--- src/rtl/usr_pkg.sv ---
// Shared types for the universal shift register: operation modes, FSM states,
// and the burst-eligibility helper (rotate/ASHR modes count only with USR_ROTATE_EN).
package usr_pkg;

  typedef enum logic [2:0] {
    USR_HOLD  = 3'b000,
    USR_SHR   = 3'b001,
    USR_SHL   = 3'b010,
    USR_LOAD  = 3'b011,
    USR_ROTR  = 3'b100,
    USR_ROTL  = 3'b101,
    USR_ASHR  = 3'b110,
    USR_CLEAR = 3'b111
  } usr_mode_e;

  typedef enum logic {
    ST_IDLE  = 1'b0,
    ST_BURST = 1'b1
  } usr_state_e;

  // Modes whose repetition changes q; the rest complete as a single step.
  function automatic logic usr_is_burst_mode(input usr_mode_e m);
`ifdef USR_ROTATE_EN
    return (m == USR_SHR) || (m == USR_SHL) || (m == USR_ROTR) ||
           (m == USR_ROTL) || (m == USR_ASHR);
`else
    return (m == USR_SHR) || (m == USR_SHL);
`endif
  endfunction

endpackage

--- src/rtl/usr_step.sv ---
// Combinational next-value function of the shift register for one step.
// Rotate and arithmetic-shift decode exists only when USR_ROTATE_EN is defined.
module usr_step
  import usr_pkg::*;
#(
  parameter int WIDTH = 4
) (
  input  logic [WIDTH-1:0] q,
  input  usr_mode_e        mode,
  input  logic             sin_r,
  input  logic             sin_l,
  input  logic [WIDTH-1:0] din,
  output logic [WIDTH-1:0] q_next
);

  always_comb begin
    q_next = q;
    case (mode)
      USR_SHR:   q_next = {sin_r, q[WIDTH-1:1]};
      USR_SHL:   q_next = {q[WIDTH-2:0], sin_l};
      USR_LOAD:  q_next = din;
      USR_CLEAR: q_next = '0;
`ifdef USR_ROTATE_EN
      USR_ROTR:  q_next = {q[0], q[WIDTH-1:1]};
      USR_ROTL:  q_next = {q[WIDTH-2:0], q[WIDTH-1]};
      USR_ASHR:  q_next = {q[WIDTH-1], q[WIDTH-1:1]};
`endif
      default:   q_next = q;
    endcase
  end

endmodule

--- src/rtl/universal_shift_reg_n.sv ---
// Universal shift register with a start/busy/done burst engine that repeats one
// operation `amount` times. Define USR_ROTATE_EN to enable ROTR/ROTL/ASHR.
module universal_shift_reg_n
  import usr_pkg::*;
#(
  parameter int WIDTH = 4,
  parameter int CNTW  = $clog2(WIDTH + 1)
) (
  input  logic             clock,
  input  logic             reset,
  input  logic             en,
  input  logic [2:0]       mode,
  input  logic             sin_r,
  input  logic             sin_l,
  input  logic [WIDTH-1:0] din,
  input  logic             start,
  input  logic [CNTW-1:0]  amount,
  output logic [WIDTH-1:0] q,
  output logic             sout_r,
  output logic             sout_l,
  output logic             busy,
  output logic             done
);

  usr_state_e       state_q, state_d;
  usr_mode_e        mode_q, mode_d;
  logic [CNTW-1:0]  cnt_q, cnt_d;
  logic [WIDTH-1:0] data_q, data_d;
  logic             busy_q, busy_d;
  logic             done_q, done_d;

  usr_mode_e        step_mode;
  usr_mode_e        mode_in;
  logic [WIDTH-1:0] step_val;

  assign mode_in   = usr_mode_e'(mode);
  assign step_mode = (state_q == ST_BURST) ? mode_q : mode_in;

  usr_step #(.WIDTH(WIDTH)) u_step (
    .q      (data_q),
    .mode   (step_mode),
    .sin_r  (sin_r),
    .sin_l  (sin_l),
    .din    (din),
    .q_next (step_val)
  );

  always_comb begin
    state_d = state_q;
    mode_d  = mode_q;
    cnt_d   = cnt_q;
    data_d  = data_q;
    done_d  = 1'b0;
    case (state_q)
      ST_IDLE: begin
        if (start) begin
          mode_d = mode_in;
          data_d = step_val;
          // A burst of one step (or a non-repeating mode) never raises busy.
          if ((amount > CNTW'(1)) && usr_is_burst_mode(mode_in)) begin
            state_d = ST_BURST;
            cnt_d   = amount - CNTW'(1);
          end else begin
            cnt_d  = '0;
            done_d = 1'b1;
          end
        end else if (en) begin
          data_d = step_val;
        end
      end
      ST_BURST: begin
        data_d = step_val;
        cnt_d  = cnt_q - CNTW'(1);
        if (cnt_q == CNTW'(1)) begin
          state_d = ST_IDLE;
          done_d  = 1'b1;
        end
      end
      default: state_d = ST_IDLE;
    endcase
    busy_d = (state_d == ST_BURST);
  end

  always_ff @(posedge clock or negedge reset) begin
    if (!reset) begin
      state_q <= ST_IDLE;
      mode_q  <= USR_HOLD;
      cnt_q   <= '0;
      data_q  <= '0;
      busy_q  <= 1'b0;
      done_q  <= 1'b0;
    end else begin
      state_q <= state_d;
      mode_q  <= mode_d;
      cnt_q   <= cnt_d;
      data_q  <= data_d;
      busy_q  <= busy_d;
      done_q  <= done_d;
    end
  end

  assign q      = data_q;
  assign sout_r = data_q[0];
  assign sout_l = data_q[WIDTH-1];
  assign busy   = busy_q;
  assign done   = done_q;

endmodule

--- config.mk ---
export PLATFORM = sky130hd
export DESIGN_NAME = universal_shift_reg_n
export DESIGN_NICKNAME = d
export VERILOG_FILES = /design/src/rtl/usr_pkg.sv /design/src/rtl/usr_step.sv /design/src/rtl/universal_shift_reg_n.sv
export SDC_FILE = /design/constraint.sdc
export NUM_CORES = 1
export LEC_CHECK = 0
export BUFFER_PORTS_ARGS = -buffer_cell sky130_fd_sc_hd__buf_2
export CORE_UTILIZATION = 53
export CTS_CLUSTER_DIAMETER = 80
export DETAILED_ROUTE_END_ITERATION = 8
export PLACE_DENSITY = 0.92
export RECOVER_POWER = 25
export SETUP_SLACK_MARGIN = 0.02
export SYNTH_ARGS = -nofsm -noshare
export SYNTH_HDL_FRONTEND = slang
export SYNTH_SLANG_ARGS = --single-unit
--- constraint.sdc ---
create_clock -name clock -period 2.05 [get_ports clock]
set_input_delay 0 -clock clock [delete_from_list [all_inputs] [get_ports clock]]
set_output_delay 0 -clock clock [all_outputs]
set_load 0.05 [all_outputs]
==> results.sh, run 1 <==
export IMPL_status="complete, no violations"
export IMPL_grt_pass1_wl_mm=2.53
export IMPL_postCtsSetupBuffers=0
export IMPL_syn_num_nets=94
export IMPL_worstSkewPairLatency_ps=270
export IMPL_synth_area_top_cells="dfrtp_1 (37%), a221oi_1 (8.7%), ha_1 (6.2%), a221o_1 (4.9%), a32oi_4 (3.4%)"
export IMPL_rows=13
export IMPL_io_pins=24
export IMPL_overflow=0
export IMPL_synth_seq_cells=12
export IMPL_finalSetupViolCount=0
export IMPL_synth_cell_types=30
export IMPL_ys_warn_count=0
export IMPL_antenna_found_initial=0
export IMPL_syn_mean_instance_area_um2=10.9
export IMPL_synth_top_area_cell="dfrtp_1"
export IMPL_ant_nets=0
export IMPL_report_final_slew_viol_count=0
export IMPL_hp_class="input port to flip-flop"
export IMPL_startpoint_type="flip-flop"
export IMPL_syn_inst=74
export IMPL_hpwl_mm=1.28
export IMPL_syn2layout_area_growth_pct=21.8
export IMPL_htreeDepth=1
export IMPL_leakage_nw=0.459
export IMPL_io_buffer_count=23
export IMPL_synth_edff_count=0
export IMPL_crit_cells=5
export IMPL_cp_cell_sequence="clkinv_2 -> buf_4 -> a221oi_1 -> nor4_1 -> a221o_1"
export IMPL_yosys_top_cells_count="dfrtp_1 (12), a221oi_1 (8), inv_1 (7)"
export IMPL_slew_headroom=0.571
export IMPL_rsz0062_at_grt="false"
export IMPL_drive_above_1_share=0.353
export IMPL_clk_pin_slew_ps=80
export IMPL_yosysMostFrequentCell="dfrtp_1"
export IMPL_finalSetupTns_ps=0
export IMPL_grt_pass1_vias=610
export IMPL_drt_iter0_drc=12
export IMPL_post_route_period_util=0.833
export IMPL_post_route_min_period_ps=1710
export IMPL_via_count=720
export IMPL_worst_path_buf_inv=2
export IMPL_clockBufferDepth=2
export IMPL_via_per_inst=6.15
export IMPL_final_fill_count=104
export IMPL_fp_dieH_um=41.1
export IMPL_dpl_cell_count=110
export IMPL_diodes=0
export IMPL_slowest_stage="dfrtp_1"
export IMPL_route_detailed_drc=0
export IMPL_worstSetupPathType="flip-flop to flip-flop"
export IMPL_p_total_w=0.00145
export IMPL_synthArstFlopShare=1.00
export IMPL_critPathMaxFanout=13
export IMPL_wirelength_mm=1.66
export IMPL_hold_depth=2
export IMPL_p_per_area_nw_per_um2=1470
export IMPL_synth_top_area_frac=0.371
export IMPL_globalRouteTotalUtil=0.243
export IMPL_maxCapViolCount=0
export IMPL_gp_congestion=0.775
export IMPL_root_buffer="clkbuf_4"
export IMPL_fin_cells=117
export IMPL_die_area_um2=1690
export IMPL_die_width_um=41.1
export IMPL_syn_area_um2=810
export IMPL_fin_worst_skew_ps=5.36
export IMPL_clock_fmax_ghz=0.586
export IMPL_cp_top_family="flip-flops"
export IMPL_required_ps=2210
export IMPL_peakVddDrop_uv=727
export IMPL_tightest_slew_ps=643
export IMPL_start_util=0.592
export IMPL_reg2regPathDepth=5
export IMPL_cts_made_buffers=3
export IMPL_drt_pass1_iterations=5
export IMPL_yosysSeqAreaShare=0.371
export IMPL_arrival_ps=1870
export IMPL_yosys_most_used_dff="dfrtp_1"
export IMPL_cts_sinks=12
export IMPL_cp_end_kind="flip-flop"
export IMPL_hold_viol_final=0
export IMPL_grt_start_max_net_pins=14
export IMPL_final_nets=124
export IMPL_cts_tree="yes"
export IMPL_crit_path_max_incr_delay_ps=660
export IMPL_coreArea_um2=1370
export IMPL_wl_per_cell_um=14.2
registers in the layout, summed over array words and instances, names as in the netlist:
signal	cells
busy	1
cnt_q	3
done	1
mode_q	3
q	4
metal layers:
layer  part of all wire  global-route usage  vias to the layer above
met5                  0                   0                        -
met2               0.50               0.434                       28
met1               0.43               0.247                      343
li1                   -                   -                      345
met4              0.016               0.125                        0
met3              0.054              0.0815                        4
report_power, final:
group	internal, W	switching (W)	total [W]	leakage, nW
clock	0.0000680	0.0000775	0.000146	0.0138
sequential	0.000341	0.000129	0.000470	0.150
combinational	0.000317	0.000514	0.000830	0.295
path summary, 6_finish.rpt:
check                      startpoint         to  slack (ps)
min in group asynchronous       reset       q[3]         260
min reg2reg                 mode_q[0]  mode_q[0]         530
min                           mode[2]  mode_q[2]          10
max in group asynchronous       reset  mode_q[2]        1380
max                              busy       q[3]         340
max reg2reg                      busy       q[3]         340
layout by cell type (no fill, tap or decap), types with 3 or more instances in the layout:
| cell | Yosys | layout |
|---|---|---|
| a221o_1 | 4 | 4 |
| a221oi_1 | 8 | 8 |
| buf_2 | 0 | 22 |
| clkbuf_4 | 0 | 3 |
| dfrtp_1 | 12 | 12 |
| dlygate4sd3_1 | 0 | 4 |
| ha_1 | 4 | 4 |
| inv_1 | 7 | 7 |
| nand2_1 | 3 | 3 |
| nor4_1 | 4 | 4 |
| o21ai_0 | 3 | 3 |
kinds of logic (layout without fill, tap and decap cells):
kind of cell	count (synthesis)	count (layout)	synth area share
xor+xnor	3	3	0.0325
mux	3	3	0.0448
compound gates	23	23	0.258
simple gates	18	18	0.161
buf+inv	11	39	0.0711
fa+ha+maj	4	4	0.0618
flops	12	12	0.371
what timing repair did:
action,CTS,global route
hold buffers,4,0
setup endpoints to repair,0,0
endpoints found under the hold margin,15,0
gates resized for setup,0,0
cell type report:
class | count | area (um^2) | area share
tap | 15 | 18.8 | 0.0190
inverter | 8 | 31.3 | 0.0317
sequential | 12 | 300 | 0.305
multi-input combinational | 51 | 452 | 0.458
clock buffer | 3 | 22.5 | 0.0228
timing repair buffer | 28 | 161 | 0.164
metrics by stage:
step                       util  setup WS (ps)  area [um^2]  hold WS (ps)
after floorplan               -            256          810          -296
after global placement    0.677            425          925          -109
after detailed placement  0.677            351          925          -108
after CTS                 0.723            343          987          7.56
after global routing      0.722            208          986          7.44
final                     0.722            343          986          11.6
Power figures use the tool's default switching activity.
==> inputs of run 2 (changes only) <==
--- a/config.mk
+++ b/config.mk
@@ -6,10 +6,10 @@
 export NUM_CORES = 1
 export LEC_CHECK = 0
 export BUFFER_PORTS_ARGS = -buffer_cell sky130_fd_sc_hd__buf_2
-export CORE_UTILIZATION = 53
+export CORE_UTILIZATION = 49
 export CTS_CLUSTER_DIAMETER = 80
 export DETAILED_ROUTE_END_ITERATION = 8
-export PLACE_DENSITY = 0.92
+export PLACE_DENSITY = 0.86
 export RECOVER_POWER = 25
 export SETUP_SLACK_MARGIN = 0.02
 export SYNTH_ARGS = -nofsm -noshare
==> constraint.sdc (replaced) <==
create_clock -name clock -period 1.8 [get_ports clock]
set_input_delay 0 -clock clock [delete_from_list [all_inputs] [get_ports clock]]
set_output_delay 0 -clock clock [all_outputs]
set_load 0.05 [all_outputs]
==> run 2 against run 1 <==
- cell count unchanged
- power increased by 15%
- via count is 3.3% lower
- die area is 7.8% higher
- critical endpoint is now q[2]
==> results.sh, run 2 (synthesis results as in run 1) <==
export IMPL_post_route_min_period_ps=1570
export IMPL_grt_pass1_vias=662
export IMPL_pwr_share_clk=0.102
export IMPL_rsz0062_at_grt="false"
export IMPL_start_util=0.531
export IMPL_final_nets=122
export IMPL_leakage_nw=0.450
export IMPL_post_route_period_util=0.871
export IMPL_worstSetupPathType="flip-flop to flip-flop"
export IMPL_ant_nets=0
export IMPL_die_width_um=42.6
export IMPL_globalRouteTotalUtil=0.212
export IMPL_clock_fmax_ghz=0.638
export IMPL_die_area_um2=1820
export IMPL_report_final_slew_viol_count=0
export IMPL_postCtsSetupBuffers=0
export IMPL_drive_above_1_share=0.366
export IMPL_grt_pass1_wl_mm=2.82
export IMPL_finalSetupViolCount=0
export IMPL_diodes=0
export IMPL_worstSkewPairLatency_ps=270
export IMPL_critPathMaxFanout=13
export IMPL_clk_pin_slew_ps=80
export IMPL_wl_per_cell_um=14.3
export IMPL_postLayoutCellArea_um2=972
export IMPL_final_fill_count=135
export IMPL_final_cell_mix="buf_2 (22), dfrtp_1 (11), a221oi_1 (8)"
export IMPL_required_ps=1940
export IMPL_via_per_inst=5.95
export IMPL_io_pins=24
export IMPL_p_int_w=0.000833
export IMPL_tightest_slew_ps=643
export IMPL_rows=14
export IMPL_finalSetupTns_ps=0
export IMPL_syn2layout_area_growth_pct=20.1
export IMPL_io_buffer_count=23
export IMPL_dpl_cell_area_um2=927
export IMPL_p_seq_frac=0.327
export IMPL_pre_cts_slack_ps=260
export IMPL_drt_pass1_iterations=2
export IMPL_drt_iter0_drc=6
export IMPL_hp_class="input port to flip-flop"
export IMPL_maxCapViolCount=0
export IMPL_cts_made_buffers=3
export IMPL_p_per_area_nw_per_um2=1700
export IMPL_clockBufferDepth=2
export IMPL_via_count=696
export IMPL_timing_final_ws_setup_ps=232
export IMPL_peakVddDrop_uv=917
export IMPL_slew_headroom=0.571
export IMPL_startpoint_type="flip-flop"
export IMPL_dpl_cell_count=111
export IMPL_p_sw_w=0.000824
export IMPL_comb_power_share=0.571
export IMPL_hold_viol_final=0
export IMPL_gp_congestion=0.780
export IMPL_cp_end_kind="flip-flop"
export IMPL_root_buffer="clkbuf_4"
export IMPL_cts_sinks=12
export IMPL_cts_tree="yes"
export IMPL_hpwl_mm=1.35
export IMPL_fp_dieH_um=42.6
export IMPL_final_common_cell="buf_2"
export IMPL_htreeDepth=1
export IMPL_largest_reg_flops=4
export IMPL_arrival_ps=1710
export IMPL_wirelength_mm=1.68
export IMPL_postLayoutCoreUtil=0.638
export IMPL_grt_start_max_net_pins=14
export IMPL_route_detailed_drc=0
export IMPL_overflow=0
export IMPL_status="complete, no violations"
export IMPL_fin_worst_skew_ps=16.0
export IMPL_swShare=0.497
export IMPL_fin_cells=117
export IMPL_coreArea_um2=1520
export IMPL_antenna_found_initial=0
[run 2: cell types whose count changed in the layout (fill, tap and decap cells not counted), sizes merged]
cell and delta:
dlygate4sd3 -2, clkbuf +1
[run 2: final timing paths]
kind	depth (start not counted)	end	slack (ps)	from
worst min-delay path	2	mode_q[1]	5	mode[1]
min in group asynchronous	2	q[1]	270	reset
worst min register to register	2	cnt_q[0]	550	cnt_q[0]
worst max register to register	5	q[2]	230	busy
max in group asynchronous	2	busy	1090	reset
worst max-delay path	5	q[2]	230	busy
[run 2: what timing repair did]
item / CTS / global route
endpoints found under the hold margin: 13 / 0
hold buffers: 2 / 0
resized for setup: 0 / 0
[run 2: routing by layer]
metal / part of all wire / global-route usage / vias to the layer above
li1: - / - / 343
met5: 0 / 0 / -
met2: 0.53 / 0.348 / 18
met1: 0.43 / 0.268 / 333
met4: 0.011 / 0.113 / 0
met3: 0.034 / 0.0259 / 2
[run 2: worst max-delay path, stage by stage (launching register included)]
cell and delay (ps):
dfrtp_2 540, clkinv_2 120, buf_4 180, a221oi_1 240, nor4_1 90, a221o_1 270
[run 2: through the flow]
stage               hold WS (ps)  total power, W
floorplan                   -296         0.00131
detailed placement          -108         0.00149
CTS                         5.06         0.00166
finish                      4.65         0.00166
global route                1.60         0.00178
global placement            -107         0.00146
[run 2: power by group through the flow]
stage               logic, W  clock network, W  registers (W)
floorplan           0.000618                 0       0.000693
global placement    0.000924                 0       0.000532
detailed placement  0.000947                 0       0.000546
CTS                 0.000951          0.000172       0.000541
global route         0.00103          0.000190       0.000562
finish              0.000946          0.000170       0.000541
[run 2: layout make-up]
type,count,area [um^2],share of cell area
Clock buffer,4,26.3,0.0270
Inverter,8,31.3,0.0322
Multi-Input combinational cell,51,452,0.465
Sequential cell,12,302,0.310
Tap cell,16,20.0,0.0206
Timing Repair Buffer,26,141,0.145
